==> src/rtl/regbank_seq_pkg.sv <==
// -----------------------------------------------------------------------------
// regbank_pkg
//   Shared definitions for the register-bank command sequencer:
//     - default data / register-select widths
//     - command op codes (OP_LOAD/OP_ADD/OP_SUB/OP_MOVE)
//     - sequencer FSM state encodings (ST_IDLE/ST_READ/ST_EXEC/ST_WRITE)
//   Optional feature macro used by the importing files: REGBANK_SEQ_FLAGS_EN.
// -----------------------------------------------------------------------------
package regbank_pkg;

    localparam int DATA_W_DEF = 32;
    localparam int ADDR_W_DEF = 2;

    typedef enum logic [1:0] {
        OP_LOAD = 2'b00,
        OP_ADD  = 2'b01,
        OP_SUB  = 2'b10,
        OP_MOVE = 2'b11
    } op_e;

    typedef enum logic [1:0] {
        ST_IDLE  = 2'b00,
        ST_READ  = 2'b01,
        ST_EXEC  = 2'b10,
        ST_WRITE = 2'b11
    } state_e;

endpackage

==> src/rtl/regbank_seq_alu.sv <==
// -----------------------------------------------------------------------------
// regbank_seq_alu
//   Combinational op unit used by the sequencer in its EXEC state.
//   Arithmetic wraps modulo 2^DATA_W.
//   Ports:
//     i_op      op code (LOAD / ADD / SUB / MOVE)
//     i_a, i_b  captured operands (bank read ports 1 and 2)
//     i_imm     immediate for LOAD
//     o_result  DATA_W-bit result
//     o_carry   carry-out of ADD, borrow of SUB, 0 otherwise
//               (present only when REGBANK_SEQ_FLAGS_EN is defined)
// -----------------------------------------------------------------------------
module regbank_seq_alu
    import regbank_pkg::*;
#(
    parameter int DATA_W = DATA_W_DEF
) (
    input  logic [1:0]        i_op,
    input  logic [DATA_W-1:0] i_a,
    input  logic [DATA_W-1:0] i_b,
    input  logic [DATA_W-1:0] i_imm,
`ifdef REGBANK_SEQ_FLAGS_EN
    output logic              o_carry,
`endif
    output logic [DATA_W-1:0] o_result
);

`ifdef REGBANK_SEQ_FLAGS_EN
    // One extra bit on top holds the carry (ADD) or the borrow (SUB).
    logic [DATA_W:0] w_ext;

    // NOTE: every signal assigned in always_comb gets a default first, so no
    // path through the case can leave it unassigned and infer a latch.
    always_comb begin
        w_ext = '0;
        case (op_e'(i_op))
            OP_LOAD: w_ext = {1'b0, i_imm};
            OP_ADD:  w_ext = {1'b0, i_a} + {1'b0, i_b};
            OP_SUB:  w_ext = {1'b0, i_a} - {1'b0, i_b};
            OP_MOVE: w_ext = {1'b0, i_a};
            default: w_ext = '0;
        endcase
    end

    assign o_result = w_ext[DATA_W-1:0];
    assign o_carry  = w_ext[DATA_W];
`else
    always_comb begin
        o_result = '0;
        case (op_e'(i_op))
            OP_LOAD: o_result = i_imm;
            OP_ADD:  o_result = i_a + i_b;
            OP_SUB:  o_result = i_a - i_b;
            OP_MOVE: o_result = i_a;
            default: o_result = '0;
        endcase
    end
`endif

endmodule

==> src/rtl/regbank_seq.sv <==
// -----------------------------------------------------------------------------
// regbank_seq
//   Command sequencer acting as master of a 4x32 register bank. Accepts one
//   LOAD/ADD/SUB/MOVE command per valid/ready handshake and runs it through
//   IDLE -> READ -> EXEC -> WRITE, one cycle each.
//   Optional feature: REGBANK_SEQ_FLAGS_EN adds flag_z / flag_c outputs.
//   Ports:
//     clk, rst           clock; synchronous active-high reset
//     cmd_valid/ready    command handshake (ready only in IDLE, rst low)
//     cmd_op/sr1/sr2/dr  command op code and register selects
//     cmd_imm            immediate for LOAD
//     sr1, sr2           bank read selects (latched command selects)
//     rData1, rData2     bank read data (combinational in the bank)
//     dr, wrData, write  bank write select / data / one-cycle enable
//     busy               sequencer not in IDLE
//     done               one-cycle pulse coincident with write
//     flag_z, flag_c     zero / carry-borrow of last result (flags build)
// -----------------------------------------------------------------------------
module regbank_seq
    import regbank_pkg::*;
#(
    parameter int DATA_W = DATA_W_DEF,
    parameter int ADDR_W = ADDR_W_DEF
) (
    input  logic              clk,
    input  logic              rst,
    input  logic              cmd_valid,
    output logic              cmd_ready,
    input  logic [1:0]        cmd_op,
    input  logic [ADDR_W-1:0] cmd_sr1,
    input  logic [ADDR_W-1:0] cmd_sr2,
    input  logic [ADDR_W-1:0] cmd_dr,
    input  logic [DATA_W-1:0] cmd_imm,
    output logic [ADDR_W-1:0] sr1,
    output logic [ADDR_W-1:0] sr2,
    input  logic [DATA_W-1:0] rData1,
    input  logic [DATA_W-1:0] rData2,
    output logic [ADDR_W-1:0] dr,
    output logic [DATA_W-1:0] wrData,
    output logic              write,
    output logic              busy,
`ifdef REGBANK_SEQ_FLAGS_EN
    output logic              flag_z,
    output logic              flag_c,
`endif
    output logic              done
);

    state_e            r_state;
    op_e               r_op;
    logic [DATA_W-1:0] r_imm;
    logic [DATA_W-1:0] r_a;
    logic [DATA_W-1:0] r_b;
    logic [ADDR_W-1:0] r_sr1;
    logic [ADDR_W-1:0] r_sr2;
    logic [ADDR_W-1:0] r_dr;
    logic [DATA_W-1:0] r_wr_data;
    logic [DATA_W-1:0] w_result;
`ifdef REGBANK_SEQ_FLAGS_EN
    logic              w_carry;
    logic              r_carry;
    logic              r_flag_z;
    logic              r_flag_c;
`endif

    regbank_seq_alu #(
        .DATA_W   (DATA_W)
    ) u_alu (
        .i_op     (r_op),
        .i_a      (r_a),
        .i_b      (r_b),
        .i_imm    (r_imm),
`ifdef REGBANK_SEQ_FLAGS_EN
        .o_carry  (w_carry),
`endif
        .o_result (w_result)
    );

    // NOTE: sequential state uses non-blocking assignments only, so every
    // register samples its inputs from the same pre-edge values.
    always_ff @(posedge clk) begin
        if (rst) begin
            r_state   <= ST_IDLE;
            r_op      <= OP_LOAD;
            r_imm     <= '0;
            r_a       <= '0;
            r_b       <= '0;
            r_sr1     <= '0;
            r_sr2     <= '0;
            r_dr      <= '0;
            r_wr_data <= '0;
`ifdef REGBANK_SEQ_FLAGS_EN
            r_carry   <= 1'b0;
            r_flag_z  <= 1'b0;
            r_flag_c  <= 1'b0;
`endif
        end else begin
            case (r_state)
                // cmd_ready is IDLE & ~rst, and rst is low here, so valid
                // alone completes the handshake.
                ST_IDLE: begin
                    if (cmd_valid) begin
                        r_op    <= op_e'(cmd_op);
                        r_imm   <= cmd_imm;
                        r_sr1   <= cmd_sr1;
                        r_sr2   <= cmd_sr2;
                        r_dr    <= cmd_dr;
                        r_state <= ST_READ;
                    end
                end
                // Operands are captured before any write, so dr may alias
                // sr1/sr2 safely. LOAD still takes this cycle.
                ST_READ: begin
                    r_a     <= rData1;
                    r_b     <= rData2;
                    r_state <= ST_EXEC;
                end
                ST_EXEC: begin
                    r_wr_data <= w_result;
`ifdef REGBANK_SEQ_FLAGS_EN
                    r_carry   <= w_carry;
`endif
                    r_state   <= ST_WRITE;
                end
                ST_WRITE: begin
`ifdef REGBANK_SEQ_FLAGS_EN
                    r_flag_z <= (r_wr_data == '0);
                    r_flag_c <= r_carry;
`endif
                    r_state  <= ST_IDLE;
                end
                default: r_state <= ST_IDLE;
            endcase
        end
    end

    // Gating with rst means a reset landing in the WRITE cycle never
    // reaches the bank and never reports completion.
    assign write     = (r_state == ST_WRITE) & ~rst;
    assign done      = write;
    assign cmd_ready = (r_state == ST_IDLE) & ~rst;
    assign busy      = (r_state != ST_IDLE);
    assign sr1       = r_sr1;
    assign sr2       = r_sr2;
    assign dr        = r_dr;
    assign wrData    = r_wr_data;
`ifdef REGBANK_SEQ_FLAGS_EN
    assign flag_z    = r_flag_z;
    assign flag_c    = r_flag_c;
`endif

endmodule

==> config.mk <==
export PLATFORM = sky130hd
export DESIGN_NAME = regbank_seq
export DESIGN_NICKNAME = d
export VERILOG_FILES = /design/src/rtl/regbank_seq_pkg.sv /design/src/rtl/regbank_seq_alu.sv /design/src/rtl/regbank_seq.sv
export SDC_FILE = /design/constraint.sdc
export NUM_CORES = 1
export LEC_CHECK = 0
export CAP_MARGIN = 20
export CORE_MARGIN = 4
export CORE_UTILIZATION = 53
export CTS_BUF_LIST = sky130_fd_sc_hd__clkbuf_8
export DETAILED_ROUTE_END_ITERATION = 10
export GPL_ROUTABILITY_DRIVEN = 0
export MAX_ROUTING_LAYER = met4
export PLACE_DENSITY = 0.86
export SLEW_MARGIN = 0
export SYNTH_ARGS = -nofsm -noshare
export SYNTH_HDL_FRONTEND = slang
export SYNTH_SLANG_ARGS = --single-unit
==> constraint.sdc <==
create_clock -name clk -period 5.2 [get_ports clk]
set_clock_uncertainty 0.1 [all_clocks]
set_input_delay 1.04 -clock clk [delete_from_list [all_inputs] [get_ports clk]]
set_output_delay 1.04 -clock clk [all_outputs]
set_load 0.02 [all_outputs]
# After elaboration in Yosys (flattened, before gate mapping)
# Index checks and enable logic that the tools add are counted.
# totals
regBits	138
inputBits	107
out_inout_bits	42
# classes
addsub	2
eq_ne	7
mux	3
bitwise	3
n_reduce_logical	4
# ops
op	count
one-hot mux 32 bit (4 select lines)	1
adder 32 bit	1
subtractor 32 bit	1
== test 2 bit, second input constant	4
one-hot mux 2 bit (4 select lines)	1
== test 2 x 1 -> 1 bit, second input constant	2
logical NOT 2 bit	2
bitwise AND 1 bit	2
two-way mux 2 bit	1
inequality test 2 bit, second input constant	1
AND reduction 2 bit	1
nonzero test 2 bit	1
NOT 1 bit	1

# Longest topological paths before layout
# logic_depth
word_depth	2
ltp_mapped	19
ltp_nobuf	19

# Hierarchy
# From an unflattened synthesis, not the netlist that was laid out.
# unflattened
hier_cells	958
hier_area_um2	8229.1
# by_module_without_submodules
mod	instances	cells_per_inst	area_each_um2	seq_area_each_um2
regbank_seq	1	512	5342.6	2762.6
regbank_seq_alu	1	446	2886.5	0.0

# Worst setup path after synthesis
# No wires, ideal clock.
# synth_timing
path_kind	reg-to-reg
start	register r_b[6]
end	register r_wr_data[31] (netlist: wrData[31])
setup_time_ps	120
t_arrival_ps	3668
required_ps	4980
setup_slack_ps	1313
path_stages_with_launch	18
path_buffers	0
period_less_slack_ps	3887
cell_sequence	dfxtp_1 > or4_1 > nor2_1 > nand2_1 > nor3_1 > nand2_1 > nor2_1 > a21oi_1 > xnor2_1 > ha_1 > a21o_1 > a21o_1 > a21oi_1 > o21ai_0 > nor3_1 > a21oi_4 > mux2i_1 > a211o_1
# synth_between
elab_chain_len	2
elab_cells_between_ends	3
cone_classes	add/sub: 2; mux: 1
# synth_rtl
element	line_no	text
from (decl)	regbank_seq.sv:53	logic [DATA_W-1:0] r_b;
from (signal assigned)	regbank_seq.sv:115	r_b <= rData2;
subtractor 32 bit or adder 32 bit (tied branches)	regbank_seq_alu.sv:53, regbank_seq_alu.sv:52	
one-hot mux 32 bit (4 select lines) (*)	regbank_seq_alu.sv:50	case (op_e'(i_op))
to (signal assigned)	regbank_seq.sv:119	r_wr_data <= w_result;
to (decl)	regbank_seq.sv:57	logic [DATA_W-1:0] r_wr_data;
# Mark *: on every way between the ends. The rest lies on a longest branch, timed or not.
# A chain may end at the register's enable or synchronous reset.

# Worst setup path in the final report
# layout_timing
start	register r_b[2]
end	register r_wr_data[31] (netlist: wrData[31])
# The elaborated chain is that of the path after synthesis.

==> impl_results.md <==
- Drt wl/cell: 16.2 um
- Run status: finished clean
- PortBufs: about 150
- # IOs: roughly 150
- Buffers inserted during post-CTS setup optimization: 0
- Nets@finish: between 1000 and 1500
- Slew Limit Fails: 0
- Register area share after synthesis: 36.0%
- H-Tree Depth: 4
- Worst-skew pair later-pin latency: 0.47 ns
- DRT Pass-1 Iters: 5
- Dpl hpwl: 14700 um
- Sink Count: 138
- DRC: 0
- TritonCTS Buffers: 17
- CP Capture Type: register
- Pwr Density: around 580 mW/mm2
- Post-Route WL: approximately 20000 um
- Arrival time at the worst endpoint: around 4.9 ns
- DRT antenna net count: 0
- CTS clk-pin slew, worst paths: roughly 0.08 ns
- Avg Cell Area, Syn: between 8 and 9 um2
- P&R area growth vs syn: 26.2%
- Setup crit start kind: register
- Tcrit/Tclk final: between 80% and 90%
- Worst-margin pin slew: ~1.1 ns
- CTS Buffer Depth: 2
- Vias in the first global route: 6885
- Mapped cell area: roughly 0.0077 mm2
- Max-Cap Viols: 0
- RSZ-0062 raised after global routing: no
- Net count after synthesis: approximately 1100
- Die area: 0.0165 mm2
- Filler cells: between 1000 and 1500
- Fmax: approximately 220 MHz
- Drt via density: 5.70
- First-pass GRT wire length: approximately 33000 um
- Setup CP Type: reg2reg
- Dpl ws: approximately 0.77 ns
- Relative slew margins: between 20 and 30%
- Die Span X: ~130 um
- CTS Hold Bufs: 0
- Req. time, crit path: around 5.5 ns
- Lkg Pwr: around 3.8 nW
- VDD IR max: between 300 and 400 uV
- Worst-path maximum fanout: 6
- Number of distinct library cells after synthesis: 56
- Root Driver: clkbuf_8
- Initial antenna violation count: 1
- Final setup viols: 0
- Total number of vias: approximately 7200
- Core Region: 0.0140 mm2
- GR Util All Layers: about a quarter
- Initial drt markers: 563
- Fraction of layout cells with a size suffix above 1: 4.74%
- Total gr overflow: 0
- Post-synth EDFFs: 0
- Largest net degree at the start of global routing: 83
- Most used DFF post-synth: dfxtp_1
- # resized after CTS: 0
- Hold Fails Final Rpt: 0
- Synth warn: 0
- Chip height: ~130 um
- Initial Utilization: 54.7%
- Post-synthesis register bit count: roughly 140
- Setup TNS: 0 ns
- Cell count after synthesis: approximately 950
- Final WS setup: between 0.5 and 0.6 ns
- CTS tree: built
- Cell Rows: 43
- Tmin final: roughly 4.6 ns
- FFs w/ async S/R, synth: 0%
- Worst min path class: reg2reg
synth_stat cells (2+ instances only):
library cell  number  area share [%]
nor4_1             5            0.41
a211oi_1           3            0.29
o32ai_1            5            0.57
nor2_1           119             5.8
a22oi_1            9            0.88
xor2_1            10             1.1
dfxtp_1          138              36
nand3_1            7            0.46
nand2_1          129             6.3
a21oi_1           96             6.3
xnor2_1           46             5.2
o211ai_1          12             1.2
buf_1             15            0.73
a311oi_1           3            0.34
nor3_1            20             1.3
a21o_1            14             1.4
clkbuf_1          38             1.9
and4_1             2            0.23
a211o_1            2            0.23
and3_1             6            0.49
nor2b_1            3            0.24
a31oi_1            6            0.49
mux2i_1           76             9.9
nand2b_1           9            0.73
o21ai_2            2            0.23
or3_1             11            0.90
inv_1             27             1.3
ha_1              40             6.5
o21bai_1           3            0.29
nand3b_1           2            0.20
o21ai_0           44             2.9
a221oi_1          13             1.5
o21ai_1            5            0.33
and2_1             4            0.33
per-layer routing:
| layer | track usage (%) | part of all wire, % | vias to the layer above |
|---|---|---|---|
| li1 | - | - | 3529 |
| met1 | 30.3 | 42 | 3346 |
| met2 | 41.3 | 49 | 248 |
| met3 | 6.39 | 6.5 | 46 |
| met4 | 11.5 | 3.0 | 0 |
| met5 | - | 0 | - |
critical path, stage by stage (launching register included):
cell and delay, ns:
dfxtp_1 0.37, nor4_1 0.50, nand2_1 0.17, nor2_1 0.27, nand2_1 0.10, nor3_1 0.40
nand2_1 0.11, nor2_1 0.30, a21oi_1 0.14, xnor2_1 0.15, ha_1 0.35, a21o_1 0.22
a21o_1 0.18, a21oi_1 0.18, o21ai_0 0.14, nor3_1 0.31, a21oi_4 0.11, mux2i_1 0.13
a211o_1 0.29
through the flow:
step	area, um2	std cells	hold slack [ns]	total power, W	utilization, %
after detailed placement	9240	1226	0.344	0.00456	65.8
after global placement	9240	1226	0.340	0.00448	65.8
after global routing	9690	1258	0.375	0.00600	69.0
after floorplan	7680	946	0.332	0.00380	-
after CTS	9690	1257	0.355	0.00558	69.0
final	9690	1258	0.355	0.00558	69.0
state kept, by name, indices dropped and copies added (netlist names):
name	cells
sr2	2
dr	2
r_op	2
r_b	32
r_imm	32
wrData	32
r_a	32
sr1	2
r_state	2
cell type report:
class	instances	area (um2)	share of cell area (%)
Tap cell	180	225	2.32
Timing Repair Buffer	155	1530	15.8
Clock buffer	18	248	2.56
Sequential cell	138	2760	28.5
Clock inverter	13	201	2.08
Inverter	27	101	1.05
Antenna cell	1	2.50	0.0258
Multi-Input combinational cell	726	4620	47.6
logic make-up after synthesis:
| group | count (synthesis) | synth area share, % |
|---|---|---|
| and+or+nand+nor | 324 | 18.4 |
| AOI/OAI and AO/OA | 227 | 18.1 |
| DFF | 138 | 36.0 |
| buffers and inverters | 82 | 4.07 |
| muxes | 77 | 10.1 |
| xor gates and xnor gates | 57 | 6.60 |
| adders and majority gates | 41 | 6.78 |
placed cells by master, fill, tap and decap left out, drive strengths merged, types with 13 or more instances in the layout:
| master | instances |
|---|---|
| mux2i | 76 |
| xnor2 | 47 |
| clkdlybuf4s50 | 147 |
| ha | 40 |
| nor2 | 119 |
| a221oi | 13 |
| nor3 | 20 |
| clkbuf | 18 |
| a21oi | 97 |
| nand2 | 129 |
| o21ai | 51 |
| dfxtp | 138 |
| inv | 28 |
| a21o | 14 |
worst paths after layout:
| check | startpoint | endpoint | slack, ns | cells after the start |
|---|---|---|---|---|
| max | r_b[2] | wrData[31] | 0.59 | 18 |
| max reg2reg | r_b[2] | wrData[31] | 0.59 | 18 |
| min reg2reg | r_imm[15] | r_imm[15] | 0.36 | 2 |
| min | r_imm[15] | r_imm[15] | 0.36 | 2 |
power breakdown:
part | leakage, nW | internal [W] | switching [W]
combinational | 2.44 | 0.00135 | 0.00175
clock | 0.226 | 0.000577 | 0.000416
sequential | 1.13 | 0.00129 | 0.000207
total | 3.80 | 0.00321 | 0.00237
Note: power is estimated with default switching activity, not from simulation.
